==> src/rtl/grid_controller.sv <==
// Cursor/write sequencer for the 4x4 colour grid: edge-detects buttons, scans the
// target row and column for a duplicate colour, and publishes the board once per frame.
module grid_controller #(
  parameter int ERR_FRAMES = 60
) (
  input  logic        clk,
  input  logic        reset,
  input  logic        btnU,
  input  logic        btnD,
  input  logic        btnL,
  input  logic        btnR,
  input  logic        btnC,
  input  logic [11:0] sw,
  input  logic        frameTick,
  output logic [3:0]  row,
  output logic [3:0]  col,
  output logic [47:0] x1,
  output logic [47:0] x2,
  output logic [47:0] x3,
  output logic [47:0] x4,
  output logic        error,
  output logic        busy
);

  typedef enum logic [1:0] {IDLE, SCAN, COMMIT, REJECT} state_t;

  localparam logic [7:0] ERR_LOAD = 8'(ERR_FRAMES);

  // Press vector order is also the arbitration priority: C, U, D, L, R.
  localparam int P_C = 4;
  localparam int P_U = 3;
  localparam int P_D = 2;
  localparam int P_L = 1;
  localparam int P_R = 0;

  function automatic logic [3:0] onehot4(input logic [1:0] idx);
    onehot4 = 4'b0001 << idx;
  endfunction

  state_t            state, state_nx;
  logic [4:0]        lvl, prev, press;
  logic [1:0]        r, c, r_nx, c_nx;
  logic [2:0]        k, k_nx;
  logic              hit, hit_nx;
  logic [11:0]       color, color_nx;
  logic [7:0]        cnt, cnt_nx;
  logic              wr_en, reload;
  logic [15:0][11:0] wbuf;
  logic [3:0]        scan_idx;
  logic              scan_skip;
  logic              scan_eq;

  assign lvl   = {btnC, btnU, btnD, btnL, btnR};
  assign press = lvl & ~prev;

  // k = 0..3 walks the cursor row, k = 4..7 walks the cursor column; the
  // target cell itself is skipped in both passes.
  always_comb begin
    scan_idx  = {r, k[1:0]};
    scan_skip = (k[1:0] == c);
    if (k[2]) begin
      scan_idx  = {k[1:0], c};
      scan_skip = (k[1:0] == r);
    end
    scan_eq = !scan_skip && (wbuf[scan_idx] == color);
  end

  always_comb begin
    state_nx = state;
    r_nx     = r;
    c_nx     = c;
    k_nx     = k;
    hit_nx   = hit;
    color_nx = color;
    wr_en    = 1'b0;
    reload   = 1'b0;
    unique case (state)
      IDLE: begin
        if (press[P_C]) begin
          state_nx = SCAN;
          color_nx = sw;
          hit_nx   = 1'b0;
          k_nx     = 3'd0;
        end else if (press[P_U]) begin
          r_nx = r - 2'd1;
        end else if (press[P_D]) begin
          r_nx = r + 2'd1;
        end else if (press[P_L]) begin
          c_nx = c - 2'd1;
        end else if (press[P_R]) begin
          c_nx = c + 2'd1;
        end
      end
      SCAN: begin
        hit_nx = hit | scan_eq;
        k_nx   = k + 3'd1;
        if (k == 3'd7) begin
          // A zero colour clears the cell and never counts as a conflict.
          state_nx = (hit_nx && (color != 12'h000)) ? REJECT : COMMIT;
        end
      end
      COMMIT: begin
        wr_en    = 1'b1;
        state_nx = IDLE;
      end
      REJECT: begin
        reload   = 1'b1;
        state_nx = IDLE;
      end
      default: state_nx = IDLE;
    endcase
  end

  // A reload in the same cycle as a frame tick takes precedence over the decrement.
  always_comb begin
    cnt_nx = cnt;
    if (reload) begin
      cnt_nx = ERR_LOAD;
    end else if (frameTick && (cnt != 8'd0)) begin
      cnt_nx = cnt - 8'd1;
    end
  end

  always_ff @(posedge clk) begin
    if (reset) begin
      state <= IDLE;
      prev  <= 5'b11111;
      r     <= 2'd0;
      c     <= 2'd0;
      k     <= 3'd0;
      hit   <= 1'b0;
      color <= 12'h000;
      cnt   <= 8'd0;
      row   <= 4'b0001;
      col   <= 4'b0001;
      busy  <= 1'b0;
      error <= 1'b0;
    end else begin
      state <= state_nx;
      prev  <= lvl;
      r     <= r_nx;
      c     <= c_nx;
      k     <= k_nx;
      hit   <= hit_nx;
      color <= color_nx;
      cnt   <= cnt_nx;
      row   <= onehot4(r_nx);
      col   <= onehot4(c_nx);
      busy  <= (state_nx != IDLE);
      error <= (cnt_nx != 8'd0);
    end
  end

  // Display buses sample the pre-write board if a tick lands on COMMIT.
  always_ff @(posedge clk) begin
    if (reset) begin
      wbuf <= '0;
      x1   <= '0;
      x2   <= '0;
      x3   <= '0;
      x4   <= '0;
    end else begin
      if (wr_en) begin
        wbuf[{r, c}] <= color;
      end
      if (frameTick) begin
        x1 <= wbuf[3:0];
        x2 <= wbuf[7:4];
        x3 <= wbuf[11:8];
        x4 <= wbuf[15:12];
      end
    end
  end

endmodule

==> config.mk <==
export PLATFORM = sky130hd
export DESIGN_NAME = grid_controller
export DESIGN_NICKNAME = d
export VERILOG_FILES = /design/src/rtl/grid_controller.sv
export SDC_FILE = /design/constraint.sdc
export NUM_CORES = 1
export LEC_CHECK = 0
export CAP_MARGIN = 15
export CORE_MARGIN = 3
export CORE_UTILIZATION = 45
export CTS_BUF_LIST = sky130_fd_sc_hd__clkbuf_8 sky130_fd_sc_hd__clkbuf_16
export DETAILED_ROUTE_END_ITERATION = 12
export DONT_BUFFER_PORTS = 1
export PLACE_DENSITY = 0.67
export SYNTH_ARGS = -nofsm -noshare
export SYNTH_HDL_FRONTEND = slang
export SYNTH_SLANG_ARGS = --single-unit
export TNS_END_PERCENT = 50
==> constraint.sdc <==
create_clock -name clk -period 2.6 [get_ports clk]
set_input_delay 0.52 -clock clk [delete_from_list [all_inputs] [get_ports clk]]
set_output_delay 0.52 -clock clk [all_outputs]
set_load 0.01 [all_outputs]
* Word-level counts from Yosys, hierarchy flattened
Index checks and enable logic that the tools add are counted.
Operators by class: add/sub/neg operators 6, magnitude comparators 3, equality and inequality tests 8, shift-type cells 2, multiplexer cells 29, bitwise operators 3, reductions and logical operators 14
Operator list (count):
- bitwise mux 192 bit | 1
- binary-select mux 12 bit (select 4 bit) | 1
- demux 12 bit (select 4 bit) | 1
- 2-to-1 mux 12 bit | 2
- 2-to-1 mux 2 bit | 12
- 2-to-1 mux 8 bit | 2
- nonzero test 8 bit | 2
- equality test 12 bit | 1
- nonzero test 12 bit | 1
- < comparator 4 x 5 -> 1 bit (second input constant) | 2
- left shift 1 x 2 -> 4 bit (first input constant) | 2
- subtractor 8 x 1 -> 8 bit (second input constant) | 1
- case mux 2 bit (3 select lines) | 1
- case mux 3 bit (2 select lines) | 1
- bitwise AND 5 bit | 1
- 2-to-1 mux 1 bit | 5
- inverter 5 bit | 1
- adder 2 x 1 -> 2 bit (second input constant) | 2
- equality test 2 bit | 2
- equality test 2 bit (second input constant) | 2
- >= comparator 4 x 1 -> 1 bit (second input constant) | 1
- logical AND 1 bit | 4
- 2-to-1 mux 4 bit | 1
- AND reduction 2 bit | 2
- 12 further kinds | 14
Storage, ports and cells: flip-flop bits (word level) 429, input port bits 20, output and inout bits 202, logic and storage cells 97

* Longest topological paths before layout
depth in word-level cells 11, gate-level depth with buffers 13, mapped depth without buffers 9

* Worst setup path after synthesis
No wires, ideal clock.
kind reg-to-reg, from reg k[2], to reg hit, setup time 0.084 ns, arrival 2.614 ns, required time 2.516 ns, path slack -0.099 ns, cell stages (with the launch flop) 12, path buffers 2, clock period less this slack 2.699 ns, cells stage by stage dfxtp_1 buf_6 mux2i_4 buf_4 nand2_1 o22ai_1 o22ai_1 a211o_1 or4_1 a21oi_1 nand4b_1 o31ai_2
Between the ends: cells in the longest elaborated chain, start to end 7, elaborated cells between the ends (all ways) 9, classes of those cells 1 x eq/ne; 5 x mux; 1 x bitwise; 2 x reduce/logical
RTL lines:
- from (decl) | RTL line 43 | logic [2:0] k, k_nx;
- from (signal assigned) | RTL line 143 | k <= k_nx;
- 2-to-1 mux 4 bit | RTL line 61 | if (k[2]) begin
- binary-select mux 12 bit (select 4 bit) | RTL line 65 | scan_eq = !scan_skip && (wbuf[scan_idx] == color);
- 2-to-1 mux 12 bit (not written as such) | RTL line 65
- equality test 12 bit | RTL line 65
- logical AND 1 bit * | RTL line 65
- bitwise OR 1 bit * | RTL line 95 | hit_nx = hit | scan_eq;
- case mux 1 bit (2 select lines) * | RTL line 77 | unique case (state)
- to (signal assigned) | RTL line 144 | hit <= hit_nx;
- to (decl) | RTL line 44 | logic hit, hit_nx;
Every way passes the cells marked *; elsewhere a longest branch is shown, timed or not. The select of a mux whose other input is x is not followed. A chain may end at the register's enable or synchronous reset.

* Final worst setup path
Ends and elaborated chain as after synthesis.

==> impl_results.md <==
- Outcome: finished with violations
- Violated checks: setup timing
- Setup crit end kind: flop
- RSZ-0062 raised after global routing: true
- Arr. time, crit path: 3.28 ns
- Crit Path Class: flop to flop
- Die W: 202 um
- Reg2Reg Depth: 11
- Post-synth EDFFs: 0
- Syn Nets: 2000
- CTS clk-pin slew, worst paths: 0.06 ns
- Core area: 0.0378 mm2
- CTS tree: built
- Detailed placement HPWL: 38.3 mm
- Worst Slack Setup Final: -0.203 ns
- Max-slew violation count: 0
- Final Skew: 0.0181 ns
- Initial Util: 45.9%
- Delay of the slowest cell on the worst path: 0.45 ns
- Mapped Area: 0.0174 mm2
- Maximum buffer depth of the clock tree: 3
- Largest fanout on the critical path: 7
- Hold wc startpoint: btnR
- Distinct cells, synth: 57
- Io pins: 222
- Synth Flop Type: dfxtp_1
- Count of mapped cells out of synthesis: 1968
- Reg-to-Reg End: hit$_SDFFE_PP0P_
- Worst VDD drop: 504 uV
- Final Hold Viols: 0
- # setup viols final: 2
- WHS Path Cells: 1
- CP bufs+invs: 3
- Antenna diodes: 0
- Total power: 14.3 mW
- R2R Setup Slk: -0.20 ns
- TritonRoute pass-1 iters: 5
- Drc violations: 0
- Iteration-0 DRC Markers: 1151
- Fin crit share: 108%
- Syn Area/Cell: 8.83 um2
- Detailed-route via count: 14000
- RR Startpoint: k[2]$_SDFFE_PP0P_
- Congestion Overflow GR: 0
- CTS root buffer: clkbuf_16
- Slowest-stage cell, CP: mux4_2
- Clock Latency Late Sink: 0.58 ns
- First-pass GRT wire length: 82.8 mm
- Antenna Nets Post-Route: 0
- Fillers: 3524
- PortBufs: 0
- Max Clk Rate: 0.357 GHz
- Largest net degree at the start of global routing: 421
- Setup TNS: -0.332 ns
- Initial antenna violation count: 1
- GPL Wtd Cong: 0.953
- Crit-path most repeated cell: buf_4
- Nets: 1987
- Layout cell share with drive strength beyond 1: 10.6%
- Sequence of cells on the critical path: mux2_4 -> buf_4 -> buf_4 -> mux4_2 -> a22oi_1 -> buf_4 -> nand2_1 -> xor2_1 -> nor3_1 -> nand4b_1 -> o31ai_2
- Fin crit period: 2.80 ns
- Synth async-reset ratio: 0%
- Total track usage: 26.2%
- Worst Tran Pin Value: 1.40 ns
- Area grow syn2layout: 13.7%
- Worst Hold Class: input pin to flop
- CP top delay family: multiplexers
- H-tree Lvls: 2
- Avg WL per Cell: 22.0 um
- Vias in the first global route: 13400
- Yosys warning total: 0
- Leakage: 7.65 nW
- Critical Path RT: 3.08 ns
- Sequential area share after synthesis: 49.4%
- Pre-CTS setup slack: -0.356 ns
- Pwr dens: 722 mW/mm2
- # clock sinks: 429
- Post-layout util: 52.2%
- #FFs+latches synth: 429
- Worst Hold Path EP: prev[0]$_SDFF_PP1_
- Die Ht: 202 um
- Num CTS Buffers: 45
- Slew HR: 6.65%
- Max cap viols: 0
- Critical path launch point type: flop
- FP Rows: 71
- Die Area: 0.0410 mm2
- Post-Route WL: 55.0 mm
- Via density: 5.59
routing by layer:
layer / routed length [um] / vias to the layer above / track usage [%] / share of wire, %
li1: - / 6593 / - / -
met1: 21900 / 6634 / 32.2 / 40
met2: 26300 / 597 / 44.0 / 48
met3: 4150 / 155 / 5.84 / 7.5
met4: 2640 / 2 / 12.2 / 4.8
met5: 11 / - / 0 / 0.020
flip-flops by register name (all words and copies together) (netlist names), 3 cells and up:
register / count
cnt: 8
k: 3
row: 4
x3: 48
x2: 48
prev: 5
col: 4
color: 12
x4: 48
wbuf: 192
x1: 48
synthesized netlist by cell type (3+ instances only):
library cell,instances,area share (%)
a211oi_1,5,0.22
a21oi_1,222,6.4
a22oi_1,4,0.17
a31oi_1,3,0.11
a32o_1,3,0.17
and2_1,4,0.14
and3_1,19,0.68
buf_1,19,0.41
buf_2,13,0.37
buf_4,7,0.30
buf_6,4,0.26
clkbuf_1,108,2.3
dfxtp_1,429,49
ha_1,12,0.86
inv_1,12,0.26
mux2_2,3,0.19
mux2i_1,231,13
mux4_1,4,0.61
mux4_2,20,2.6
nand2_1,475,10
nand2b_1,9,0.32
nand3_1,37,1.1
nand3b_1,3,0.13
nand4_1,4,0.14
nor2_1,222,4.8
nor3_1,12,0.35
nor4_1,5,0.18
o21ai_0,7,0.20
o221ai_1,3,0.15
o22ai_1,5,0.18
or2_2,5,0.18
xnor2_1,9,0.45
xor2_1,16,0.81
worst reg2reg max path, cell delays in order, from the launching register on:
cell and delay, ns:
dfxtp_4 0.43, mux2_4 0.40, buf_4 0.17, buf_4 0.14
mux4_2 0.45, a22oi_1 0.22, buf_4 0.15, nand2_1 0.05
xor2_1 0.15, nor3_1 0.17, nand4b_1 0.17, o31ai_2 0.19
power by group:
group / leakage [nW] / switching, mW / internal (mW)
clock network: 0.796 / 2.67 / 3.95
logic: 3.39 / 0.465 / 0.432
registers: 3.46 / 0.0996 / 6.65
total: 7.65 / 3.23 / 11.0
kinds of logic after synthesis:
family	Yosys count	share of synthesized area [%]
and+or+nand+nor	804	18.7
DFF	429	49.4
AOI/OAI and AO/OA	272	8.66
muxes	262	17.1
buffers and inverters	164	3.98
xor gates and xnor gates	25	1.26
adders and majority gates	12	0.864
metrics by stage:
step,std cells,instance area (um2),hold slack [ns]
5_1_grt,2501,19700,0.0334
2_1_floorplan,1968,17400,0.444
3_5_place_dp,2411,18100,0.474
6_report,2501,19700,0.0467
4_1_cts,2501,19700,0.0203
3_3_place_gp,2411,18100,0.471
worst max path at each step:
stage                     slack (ns)  cells after the start               from                to
after floorplan                -0.02                     10  k[2]$_SDFFE_PP0P_  hit$_SDFFE_PP0P_
after global placement         -0.27                      9  k[2]$_SDFFE_PP0P_  hit$_SDFFE_PP0P_
after detailed placement       -0.36                     10  k[2]$_SDFFE_PP0P_  hit$_SDFFE_PP0P_
after CTS                      -0.19                      9  k[2]$_SDFFE_PP0P_  hit$_SDFFE_PP0P_
after global routing           -0.31                     10  k[2]$_SDFFE_PP0P_  hit$_SDFFE_PP0P_
final                          -0.20                     11  k[2]$_SDFFE_PP0P_  hit$_SDFFE_PP0P_
cell usage in the layout, fill, tap and decap left out, types with 3 or more instances in the layout:
master      count
a21oi_1       221
a32o_1          3
nor4_1          5
buf_4          83
a31oi_1         3
nor2_1        219
clkbuf_16      47
clkinv_4        3
nand3_1        37
and2_1          4
xor2_1         16
nand3b_1        3
or2_2           5
xnor2_1         9
a22oi_1         4
nor3_1         12
mux4_1          4
clkbuf_8        6
mux2_4          3
inv_1          25
o21ai_0         6
clkinv_2        3
mux2i_1       230
bufinv_16       5
nand2b_1        9
buf_12          7
ha_1           12
a211oi_1        5
o221ai_1        3
nand2_1       474
nor2_2          4
mux4_2         20
clkinvlp_4      3
nand4_1         4
and3_1         19
dfxtp_1       427
o22ai_1         3
timing repair:
item	4_1_cts	5_1_grt
buffers inserted	8	0
gates resized for setup	7	6
pin swaps	2	3
hold buffers	0	0
endpoints found under the setup margin	2	3
layout make-up:
class | count | area [um2] | share of cell area, %
Sequential cell | 429 | 8590 | 43.5
Multi-Input combinational cell | 1375 | 8150 | 41.3
Clock buffer | 53 | 1260 | 6.37
Timing Repair Buffer | 92 | 786 | 3.98
Tap cell | 511 | 639 | 3.24
Clock inverter | 29 | 280 | 1.42
Inverter | 12 | 45.0 | 0.228
Power figures use the tool's default switching activity.
